### src/rtl/load_store_unit_if.sv
// Bus-side bundle between the load/store unit and the data cache/memory.
// master drives bus_req/we/addr/wdata/wstrb; slave drives bus_ready/rvalid/rdata.
interface load_store_unit_if #(
    parameter int ADDR_WIDTH = 32
);
    logic                  bus_req;
    logic                  bus_we;
    logic [ADDR_WIDTH-1:0] bus_addr;
    logic [31:0]           bus_wdata;
    logic [3:0]            bus_wstrb;
    logic                  bus_ready;
    logic                  bus_rvalid;
    logic [31:0]           bus_rdata;

    modport master (
        output bus_req, bus_we, bus_addr, bus_wdata, bus_wstrb,
        input  bus_ready, bus_rvalid, bus_rdata
    );

    modport slave (
        input  bus_req, bus_we, bus_addr, bus_wdata, bus_wstrb,
        output bus_ready, bus_rvalid, bus_rdata
    );
endinterface

### src/rtl/load_store_unit.sv
// MEM-stage load/store unit: one op at a time, lane-positioned stores,
// extended loads, optional split of word-crossing accesses, wait timeout.
// Ports: clk/rst, pipeline side (valid_in, flush, instr_id, rs2_value,
// mem_addr, busy, done, load_data, misalign_exc, bus_timeout), bus (master).
module load_store_unit #(
    parameter int          ADDR_WIDTH           = 32,
    parameter bit          MISALIGN_SPLIT       = 1'b1,
    parameter int unsigned MAX_OUTSTANDING_WAIT = 255
) (
    input  logic                  clk,
    input  logic                  rst,
    input  logic                  valid_in,
    input  logic                  flush,
    input  logic [5:0]            instr_id,
    input  logic [31:0]           rs2_value,
    input  logic [ADDR_WIDTH-1:0] mem_addr,
    output logic                  busy,
    output logic                  done,
    output logic [31:0]           load_data,
    output logic                  misalign_exc,
    output logic                  bus_timeout,
    load_store_unit_if.master     bus
);
    localparam logic [5:0] INSTR_LB  = 6'd1;
    localparam logic [5:0] INSTR_LH  = 6'd2;
    localparam logic [5:0] INSTR_LW  = 6'd3;
    localparam logic [5:0] INSTR_LBU = 6'd4;
    localparam logic [5:0] INSTR_LHU = 6'd5;
    localparam logic [5:0] INSTR_SB  = 6'd6;
    localparam logic [5:0] INSTR_SH  = 6'd7;
    localparam logic [5:0] INSTR_SW  = 6'd8;
    localparam logic [15:0] MAXW = 16'(MAX_OUTSTANDING_WAIT);

    typedef enum logic [2:0] {
        IDLE, ISSUE0, WAIT0, ISSUE1, WAIT1, FINISH
    } state_e;

    state_e                state_q, state_d;
    logic [ADDR_WIDTH-1:0] addr_q, addr_d;
    logic [31:0]           wdata_q, wdata_d, wdata1_q, wdata1_d;
    logic [3:0]            wstrb_q, wstrb_d, wstrb1_q, wstrb1_d;
    logic                  we_q, we_d, split_q, split_d, sext_q, sext_d;
    logic [1:0]            off_q, off_d;
    logic [3:0]            mask_q, mask_d;
    logic [31:0]           part0_q, part0_d, load_data_q, load_data_d;
    logic [15:0]           cnt_q, cnt_d;
    logic                  misalign_q, misalign_d, timeout_q, timeout_d;

    logic        dec_mem, dec_load, dec_sext;
    logic [3:0]  dec_mask;
    logic [7:0]  strb_span;
    logic [63:0] data_span;
    logic        crosses, capture, tick;
    logic [31:0] rd_lo, rd_hi, rd_word, rd_ext;

    always_comb begin
        dec_mem  = 1'b1;
        dec_load = 1'b1;
        dec_mask = 4'b0001;
        dec_sext = 1'b0;
        case (instr_id)
            INSTR_LB:  dec_sext = 1'b1;
            INSTR_LH:  begin dec_mask = 4'b0011; dec_sext = 1'b1; end
            INSTR_LW:  dec_mask = 4'b1111;
            INSTR_LBU: dec_mask = 4'b0001;
            INSTR_LHU: dec_mask = 4'b0011;
            INSTR_SB:  dec_load = 1'b0;
            INSTR_SH:  begin dec_mask = 4'b0011; dec_load = 1'b0; end
            INSTR_SW:  begin dec_mask = 4'b1111; dec_load = 1'b0; end
            default:   dec_mem = 1'b0;
        endcase
    end

    // Low half of each span is part 0, high half is part 1 of a split access.
    assign strb_span = {4'b0000, dec_mask} << mem_addr[1:0];
    assign data_span = {32'h0, rs2_value} << {mem_addr[1:0], 3'b000};
    assign crosses   = |strb_span[7:4];
    assign capture   = valid_in && dec_mem && !flush;

    // In WAIT1 part 0 is already latched; otherwise the live word is part 0.
    assign rd_lo   = (state_q == WAIT1) ? part0_q : bus.bus_rdata;
    assign rd_hi   = (state_q == WAIT1) ? bus.bus_rdata : 32'h0;
    assign rd_word = 32'({rd_hi, rd_lo} >> {off_q, 3'b000});

    always_comb begin
        unique case (mask_q)
            4'b0001: rd_ext = {{24{sext_q & rd_word[7]}}, rd_word[7:0]};
            4'b0011: rd_ext = {{16{sext_q & rd_word[15]}}, rd_word[15:0]};
            default: rd_ext = rd_word;
        endcase
    end

    always_comb begin
        state_d     = state_q;
        addr_d      = addr_q;
        wdata_d     = wdata_q;
        wstrb_d     = wstrb_q;
        wdata1_d    = wdata1_q;
        wstrb1_d    = wstrb1_q;
        we_d        = we_q;
        split_d     = split_q;
        off_d       = off_q;
        mask_d      = mask_q;
        sext_d      = sext_q;
        part0_d     = part0_q;
        load_data_d = load_data_q;
        cnt_d       = cnt_q;
        misalign_d  = 1'b0;
        timeout_d   = 1'b0;
        busy        = 1'b0;
        done        = 1'b0;
        tick        = 1'b0;
        unique case (state_q)
            IDLE: begin
                if (capture) begin
                    if (crosses && !MISALIGN_SPLIT) begin
                        misalign_d = 1'b1;
                    end else begin
                        busy     = 1'b1;
                        state_d  = ISSUE0;
                        cnt_d    = '0;
                        addr_d   = {mem_addr[ADDR_WIDTH-1:2], 2'b00};
                        wdata_d  = data_span[31:0];
                        wdata1_d = data_span[63:32];
                        wstrb_d  = dec_load ? 4'b0000 : strb_span[3:0];
                        wstrb1_d = dec_load ? 4'b0000 : strb_span[7:4];
                        we_d     = !dec_load;
                        split_d  = crosses;
                        off_d    = mem_addr[1:0];
                        mask_d   = dec_mask;
                        sext_d   = dec_sext;
                    end
                end
            end
            ISSUE0, ISSUE1: begin
                busy = 1'b1;
                if (bus.bus_ready) begin
                    cnt_d = '0;
                    if (!we_q) begin
                        state_d = (state_q == ISSUE0) ? WAIT0 : WAIT1;
                    end else if (state_q == ISSUE0 && split_q) begin
                        state_d = ISSUE1;
                        addr_d  = addr_q + ADDR_WIDTH'(4);
                        wdata_d = wdata1_q;
                        wstrb_d = wstrb1_q;
                    end else begin
                        state_d = FINISH;
                    end
                end else begin
                    tick = 1'b1;
                end
            end
            WAIT0, WAIT1: begin
                busy = 1'b1;
                if (bus.bus_rvalid) begin
                    cnt_d = '0;
                    if (state_q == WAIT0 && split_q) begin
                        part0_d = bus.bus_rdata;
                        state_d = ISSUE1;
                        addr_d  = addr_q + ADDR_WIDTH'(4);
                    end else begin
                        load_data_d = rd_ext;
                        state_d     = FINISH;
                    end
                end else begin
                    tick = 1'b1;
                end
            end
            FINISH: begin
                done    = 1'b1;
                state_d = IDLE;
            end
            default: state_d = IDLE;
        endcase
        if (tick) begin
            if (MAXW != 16'd0 && cnt_q + 16'd1 == MAXW) begin
                timeout_d = 1'b1;
                state_d   = IDLE;
            end else begin
                cnt_d = cnt_q + 16'd1;
            end
        end
    end

    always_ff @(posedge clk) begin
        if (rst) begin
            state_q     <= IDLE;
            addr_q      <= '0;
            wdata_q     <= '0;
            wstrb_q     <= '0;
            wdata1_q    <= '0;
            wstrb1_q    <= '0;
            we_q        <= 1'b0;
            split_q     <= 1'b0;
            off_q       <= '0;
            mask_q      <= '0;
            sext_q      <= 1'b0;
            part0_q     <= '0;
            load_data_q <= '0;
            cnt_q       <= '0;
            misalign_q  <= 1'b0;
            timeout_q   <= 1'b0;
        end else begin
            state_q     <= state_d;
            addr_q      <= addr_d;
            wdata_q     <= wdata_d;
            wstrb_q     <= wstrb_d;
            wdata1_q    <= wdata1_d;
            wstrb1_q    <= wstrb1_d;
            we_q        <= we_d;
            split_q     <= split_d;
            off_q       <= off_d;
            mask_q      <= mask_d;
            sext_q      <= sext_d;
            part0_q     <= part0_d;
            load_data_q <= load_data_d;
            cnt_q       <= cnt_d;
            misalign_q  <= misalign_d;
            timeout_q   <= timeout_d;
        end
    end

    assign bus.bus_req   = (state_q == ISSUE0) || (state_q == ISSUE1);
    assign bus.bus_we    = we_q & bus.bus_req;
    assign bus.bus_addr  = addr_q;
    assign bus.bus_wdata = wdata_q;
    assign bus.bus_wstrb = wstrb_q;
    assign load_data     = load_data_q;
    assign misalign_exc  = misalign_q;
    assign bus_timeout   = timeout_q;
endmodule

### src/flat_wrapper.sv
// flat-port wrapper written by rule: the top's interface ports become plain ports
module load_store_unit_flat 
#(
    parameter int          ADDR_WIDTH           = 32,
    parameter bit          MISALIGN_SPLIT       = 1'b1,
    parameter int unsigned MAX_OUTSTANDING_WAIT = 255
)
  (clk, rst, valid_in, flush, instr_id, rs2_value, mem_addr, busy, done, load_data, misalign_exc, bus_timeout, bus_bus_req, bus_bus_we, bus_bus_addr, bus_bus_wdata, bus_bus_wstrb, bus_bus_ready, bus_bus_rvalid, bus_bus_rdata);
  load_store_unit_if #(.ADDR_WIDTH(ADDR_WIDTH)) bus_i ();
  input  logic clk;
  input  logic rst;
  input  logic valid_in;
  input  logic flush;
  input  logic [5:0] instr_id;
  input  logic [31:0] rs2_value;
  input  logic [ADDR_WIDTH-1:0] mem_addr;
  output logic busy;
  output logic done;
  output logic [31:0] load_data;
  output logic misalign_exc;
  output logic bus_timeout;
  output wire logic [$bits(bus_i.bus_req)-1:0] bus_bus_req;
  output wire logic [$bits(bus_i.bus_we)-1:0] bus_bus_we;
  output wire logic [$bits(bus_i.bus_addr)-1:0] bus_bus_addr;
  output wire logic [$bits(bus_i.bus_wdata)-1:0] bus_bus_wdata;
  output wire logic [$bits(bus_i.bus_wstrb)-1:0] bus_bus_wstrb;
  input wire logic [$bits(bus_i.bus_ready)-1:0] bus_bus_ready;
  input wire logic [$bits(bus_i.bus_rvalid)-1:0] bus_bus_rvalid;
  input wire logic [$bits(bus_i.bus_rdata)-1:0] bus_bus_rdata;
  assign bus_bus_req = bus_i.bus_req;
  assign bus_bus_we = bus_i.bus_we;
  assign bus_bus_addr = bus_i.bus_addr;
  assign bus_bus_wdata = bus_i.bus_wdata;
  assign bus_bus_wstrb = bus_i.bus_wstrb;
  assign bus_i.bus_ready = bus_bus_ready;
  assign bus_i.bus_rvalid = bus_bus_rvalid;
  assign bus_i.bus_rdata = bus_bus_rdata;
  load_store_unit #(.ADDR_WIDTH(ADDR_WIDTH), .MISALIGN_SPLIT(MISALIGN_SPLIT), .MAX_OUTSTANDING_WAIT(MAX_OUTSTANDING_WAIT)) u_core (.clk(clk), .rst(rst), .valid_in(valid_in), .flush(flush), .instr_id(instr_id), .rs2_value(rs2_value), .mem_addr(mem_addr), .busy(busy), .done(done), .load_data(load_data), .misalign_exc(misalign_exc), .bus_timeout(bus_timeout), .bus(bus_i));
endmodule
### config.mk
export PLATFORM = sky130hd
export DESIGN_NAME = load_store_unit_flat
export DESIGN_NICKNAME = d
export VERILOG_FILES = /design/src/rtl/load_store_unit_if.sv /design/src/rtl/load_store_unit.sv /design/src/flat_wrapper.sv
export SDC_FILE = /design/constraint.sdc
export NUM_CORES = 1
export LEC_CHECK = 0
export CAP_MARGIN = 10
export CORE_UTILIZATION = 55
export CTS_CLUSTER_DIAMETER = 60
export DETAILED_ROUTE_END_ITERATION = 10
export HOLD_SLACK_MARGIN = 0.08
export PLACE_DENSITY = 0.84
export SLEW_MARGIN = 0
export SYNTH_ARGS = -nofsm -noshare
export SYNTH_HDL_FRONTEND = slang
export SYNTH_SLANG_ARGS = --single-unit
### constraint.sdc
create_clock -name clk -period 8.1 [get_ports clk]
set_input_delay 2.43 -clock clk [delete_from_list [all_inputs] [get_ports clk]]
set_output_delay 2.43 -clock clk [all_outputs]
set_load 0.005 [all_outputs]
# Word-level counts from Yosys, hierarchy flattened
# Cells that the tools add are included.
# W data, S select, Z words.
# word_totals
inputBits	108
out_inout_bits	106
regBits	197
# op_classes
n_addsub	2
bitwise	5
mux	48
n_shift	3
n_reduce_logical	24
n_eq_ne	22
# op_table
cell	count
$mux W32	12
$pmux W32 S2	2
$pmux W32 S3	1
$mux W16	5
$shl A32 B5 Y64	1
$shr A64 B5 Y32	1
$pmux W16 S3	1
$add A32 B3 Y32 const B	1
$mux W3	9
$eq A6 B3 Y1 const B	4
$mux W4	6
$add A16 B1 Y16 const B	1
$eq A16 B8 Y1 const B	1
$pmux W4 S2	2
$eq A6 B2 Y1 const B	2
$reduce_or A2 Y1	5
$pmux W3 S3	1
$ne A2 B1 Y1 const B	4
$reduce_or A4 Y1	2
$reduce_or A8 Y1	1
$shl A4 B2 Y8	1
$mux W1	7
$reduce_and A7 Y1	1
$eq A3 B2 Y1 const B	2
20 further kinds	31

# Depth between registers and ports, before layout
# depth
depth_word	9
mapped_depth	9

# Worst setup path before layout
# OpenSTA, ideal clock, no wires.
# synth_path
path_type	input port to output port
startpoint	input instr_id[1]
endpoint	output busy
slack_ps	2021
arrival_ps	3649
path_stages	4
path_cell_list	or4_1 nand4_1 clkbuf_1 nand2_1
# synth_via
elab_chain_len	7
# synth_lines
item	line	rtl
start, declared	flat_wrapper.sv:14	input logic [5:0] instr_id;
$eq A6 B3 Y1 (tied with other cells)	load_store_unit.sv:61	case (instr_id)
$reduce_or A8 Y1 (no source line) (*)	n/a	
$mux W1 (*)	load_store_unit.sv:61	
$logic_and A1 B1 Y1 (*) (2 in series)	load_store_unit.sv:78	assign capture = valid_in && dec_mem && !flush;
$mux W1 (*)	load_store_unit.sv:115	if (capture) begin
$pmux W1 S2 (*)	load_store_unit.sv:113	unique case (state_q)
end, declared	flat_wrapper.sv:17	output logic busy;
# Every way passes the cells marked *; elsewhere a longest branch is shown, timed or not.

# Final worst setup path
# layout_path
startpoint	input instr_id[5]
endpoint	output busy
# The elaborated chain is that of the path after synthesis.

==> run_results.csv <==
group,metric,value,unit
status,outcome,"finished, final reports clean",
floorplanning,die-area,19000,um^2
clock_tree,post_cts_buffers,0,
global_route,grt_pass1_vias,8927,
synth,yosysSeqAreaShare,0.365,
setup_path,ff2ff_setup_slack,4960,ps
floorplanning,ios,214,
setup_path,cpLargestDelayFamily,"buffers and inverters",
setup_path,worst-r2r-cell-count,7,
floorplanning,die_h,138,um
min_path,hp-class,"register to register",
synth,syn_avg_cell_area,8.00,um^2
sta,tightestPinTransition,1130,ps
pwr,power.leakage,4.18,nW
setup_path,cpMostUsedCell,"clkdlybuf4s50_1",
sta,relSlewSlack,0.240,
clock_tree,cts.reportedPaths.clkPinSlew,80,ps
layout,drive_above_1_share,0.0730,
layout,final_nets,1522,
sta,setup_tns,0,ps
floorplanning,coreArea,18000,um^2
synth,synth-seq-cells,185,
setup_path,slowest_delay,570,ps
synth,synth_top_flop_cell,"dfxtp_1",
clock_tree,clock_sinks,185,
clock_tree,worstSkewPairLatency,440,ps
sta,drv_slew,0,
pwr,ir_drop,166,uV
synth,netlist_area,10200,um^2
global_route,grt_max_degree,92,
sta,finalCriticalPeriod,6740,ps
clock_tree,cts_hold_buf,0,
place,dpl.hpwl,19500,um
clock_tree,cts_tree,"built",
clock_tree,root_buffer,"clkbuf_16",
setup_path,critPathSlowestCell,"nor4b_1",
pwr,p_total,2.02,mW
place,pre_cts_slack,1390,ps
min_path,hold_depth,2,
routing,num_vias,10073,
synth,ys_async_sr_fraction,0,
routing,vias_per_cell,6.09,
global_route,grtUsageMet1,0.392,
min_path,worstHoldEndpoint,"u_core.wdata1_q[20]",
synth,yosys_warnings,0,
sta,rsz0062_at_grt,"no",
sta,post-route-period-util,0.832,
setup_path,arrival,4310,ps
pwr,powerDensity,158,nW/um^2
place,gp_congestion,0.853,
synth,synth_cell_types,73,
global_route,antenna_found_initial,2,
clock_tree,cts_buffers,17,
pwr,combinationalPowerShare,0.127,
layout,area_growth,26.0,%
pwr,internal_power,1.47,mW
setup_path,cp_cell_sequence,"clkdlybuf4s50_1 -> nor4b_1 -> nand4_1 -> nand2_1 -> clkdlybuf4s50_1",
setup_path,worstSetupPathType,"primary input to output port",
clock_tree,cts.path.max_buffers,2,
sta,finalHoldViolCount,0,
setup_path,cp.required,5670,ps
setup_path,crit_path_start_kind,"primary input",
clock_tree,ctsResizeCount,0,
routing,initialDrtViolationCount,976,
sta,skew,13.5,ps
run,drv_cap,0,
global_route,track_usage,0.297,
sta,fmax,148,MHz
floorplanning,initial_core_util,0.563,
clock_tree,cts_max_level,4,
routing,postRouteAntennaNets,0,
layout,layout_common_cells,"209 x clkdlybuf4s50_1, 183 x dfxtp_1, 172 x nand2_1, 131 x nor2_1, 111 x a21oi_1",
synth,synth-edff-count,0,
pwr,power.share.clock,0.406,
place,numPortBuffers,210,
setup_path,path_max_fanout,4,
layout,stdcell_count,1655,
floorplanning,rows,49,
setup_path,rr_startpoint,"u_core.state_q[2]",
synth,synthCells,1269,
setup_path,crit_path_end_kind,"output port",
global_route,use_met2,0.474,
routing,wl_per_cell,17.2,um
setup_path,r2r-end,"u_core.load_data[8]",
layout,final_common_cell,"clkdlybuf4s50_1",
global_route,grt_pass1_wl,44700,um
routing,route.detailed.drc,0,
pwr,p_sw,552,uW
routing,routed_wirelength,28500,um
sta,worst_slack,1360,ps
global_route,grt.overflow.total,0,
sta,setup_viol,0,
min_path,hold_start,"u_core.wdata1_q[20]",
pwr,seq_power_share,0.467,
layout,utilization,0.710,
place,dpl.cell_count,1621,
floorplanning,die_w,138,um
global_route,grt.busiest_layer,"met2",
routing,first_pass_iters,5,
pwr,p_sw_frac,0.274,
global_route,use_met3,0.0599,
setup_path,crit_buf_inv,2,
## routing by layer
metal	part of all wire	up-vias	wire [um]
met5	0	-	0
met1	0.42	4692	12100
met4	0.029	0	816
li1	-	4887	-
met3	0.078	59	2230
met2	0.47	435	13400
## stage by stage
step	instance area, um^2	hold WS (ps)
2_1_floorplan	10200	429
3_3_place_gp	12200	437
3_5_place_dp	12200	445
4_1_cts	12800	455
5_1_grt	12800	470
6_report	12800	454
## worst max-delay path by stage
stage,start,end,slack (ps),depth (start not counted)
2_1_floorplan,instr_id[1],busy,2020,4
3_3_place_gp,instr_id[5],busy,1450,5
3_5_place_dp,instr_id[5],busy,1390,5
4_1_cts,instr_id[5],busy,1390,5
5_1_grt,instr_id[5],busy,1200,5
6_report,instr_id[5],busy,1360,5
## power groups by stage
stage	Sequential, mW	Combinational [mW]	Clock [mW]
finish	0.943	0.257	0.819
global route	0.945	0.278	0.870
CTS	0.942	0.255	0.827
detailed placement	0.964	0.253	0
global placement	0.963	0.248	0
floorplan	0.960	0.129	0
## final cells by class
class	instances	area, um^2
Antenna cell	2	5.00
Clock buffer	17	425
Clock inverter	15	153
Fill cell	1454	5230
Inverter	19	71.3
Multi-Input combinational cell	963	5940
Sequential cell	185	3710
Tap cell	229	287
Timing Repair Buffer	225	2210
## cells by family (layout without fill, tap and decap cells)
| family | Yosys count | after routing | share of synthesized area |
|---|---|---|---|
| compound gates | 334 | 334 | 0.216 |
| xor+xnor | 15 | 15 | 0.0129 |
| fa+ha+maj | 3 | 3 | 0.00370 |
| buf+inv | 123 | 276 | 0.0525 |
| flops | 185 | 185 | 0.365 |
| mux | 104 | 104 | 0.116 |
| other cells | 1 | 5 | 0.000369 |
| simple gates | 504 | 504 | 0.234 |
## flip-flops by register name (all words and copies together) (netlist names)
signal / count
u_core.sext_q: 1
u_core.mask_q: 3
u_core.part0_q: 32
u_core.we_q: 1
u_core.bus.bus_wstrb: 4
u_core.split_q: 1
u_core.bus.bus_addr: 30
u_core.bus.bus_wdata: 32
u_core.wstrb1_q: 3
u_core.cnt_q: 16
u_core.bus_timeout: 1
u_core.off_q: 2
u_core.load_data: 32
u_core.state_q: 3
u_core.wdata1_q: 24
## Yosys cell counts, types with 19 or more instances
library cell,count,area share
a211oi_1,46,0.034
a21oi_1,111,0.055
a221oi_1,32,0.028
buf_2,21,0.010
clkbuf_1,69,0.026
dfxtp_1,185,0.36
mux2_2,27,0.030
mux2i_1,69,0.068
nand2_1,172,0.064
nand3_1,44,0.022
nand4_1,19,0.012
nor2_1,133,0.049
nor3_1,40,0.020
o21ai_0,55,0.027
## worst register-to-register path: cells and delay by family (launching register included)
| kind | cells | cell delay, ps |
|---|---|---|
| compound gates | 3 | 400 |
| simple gates | 2 | 1060 |
| buf+inv | 1 | 480 |
| flops | 1 | 630 |
| mux | 1 | 420 |
No activity file was read; power rests on OpenSTA's default activity.
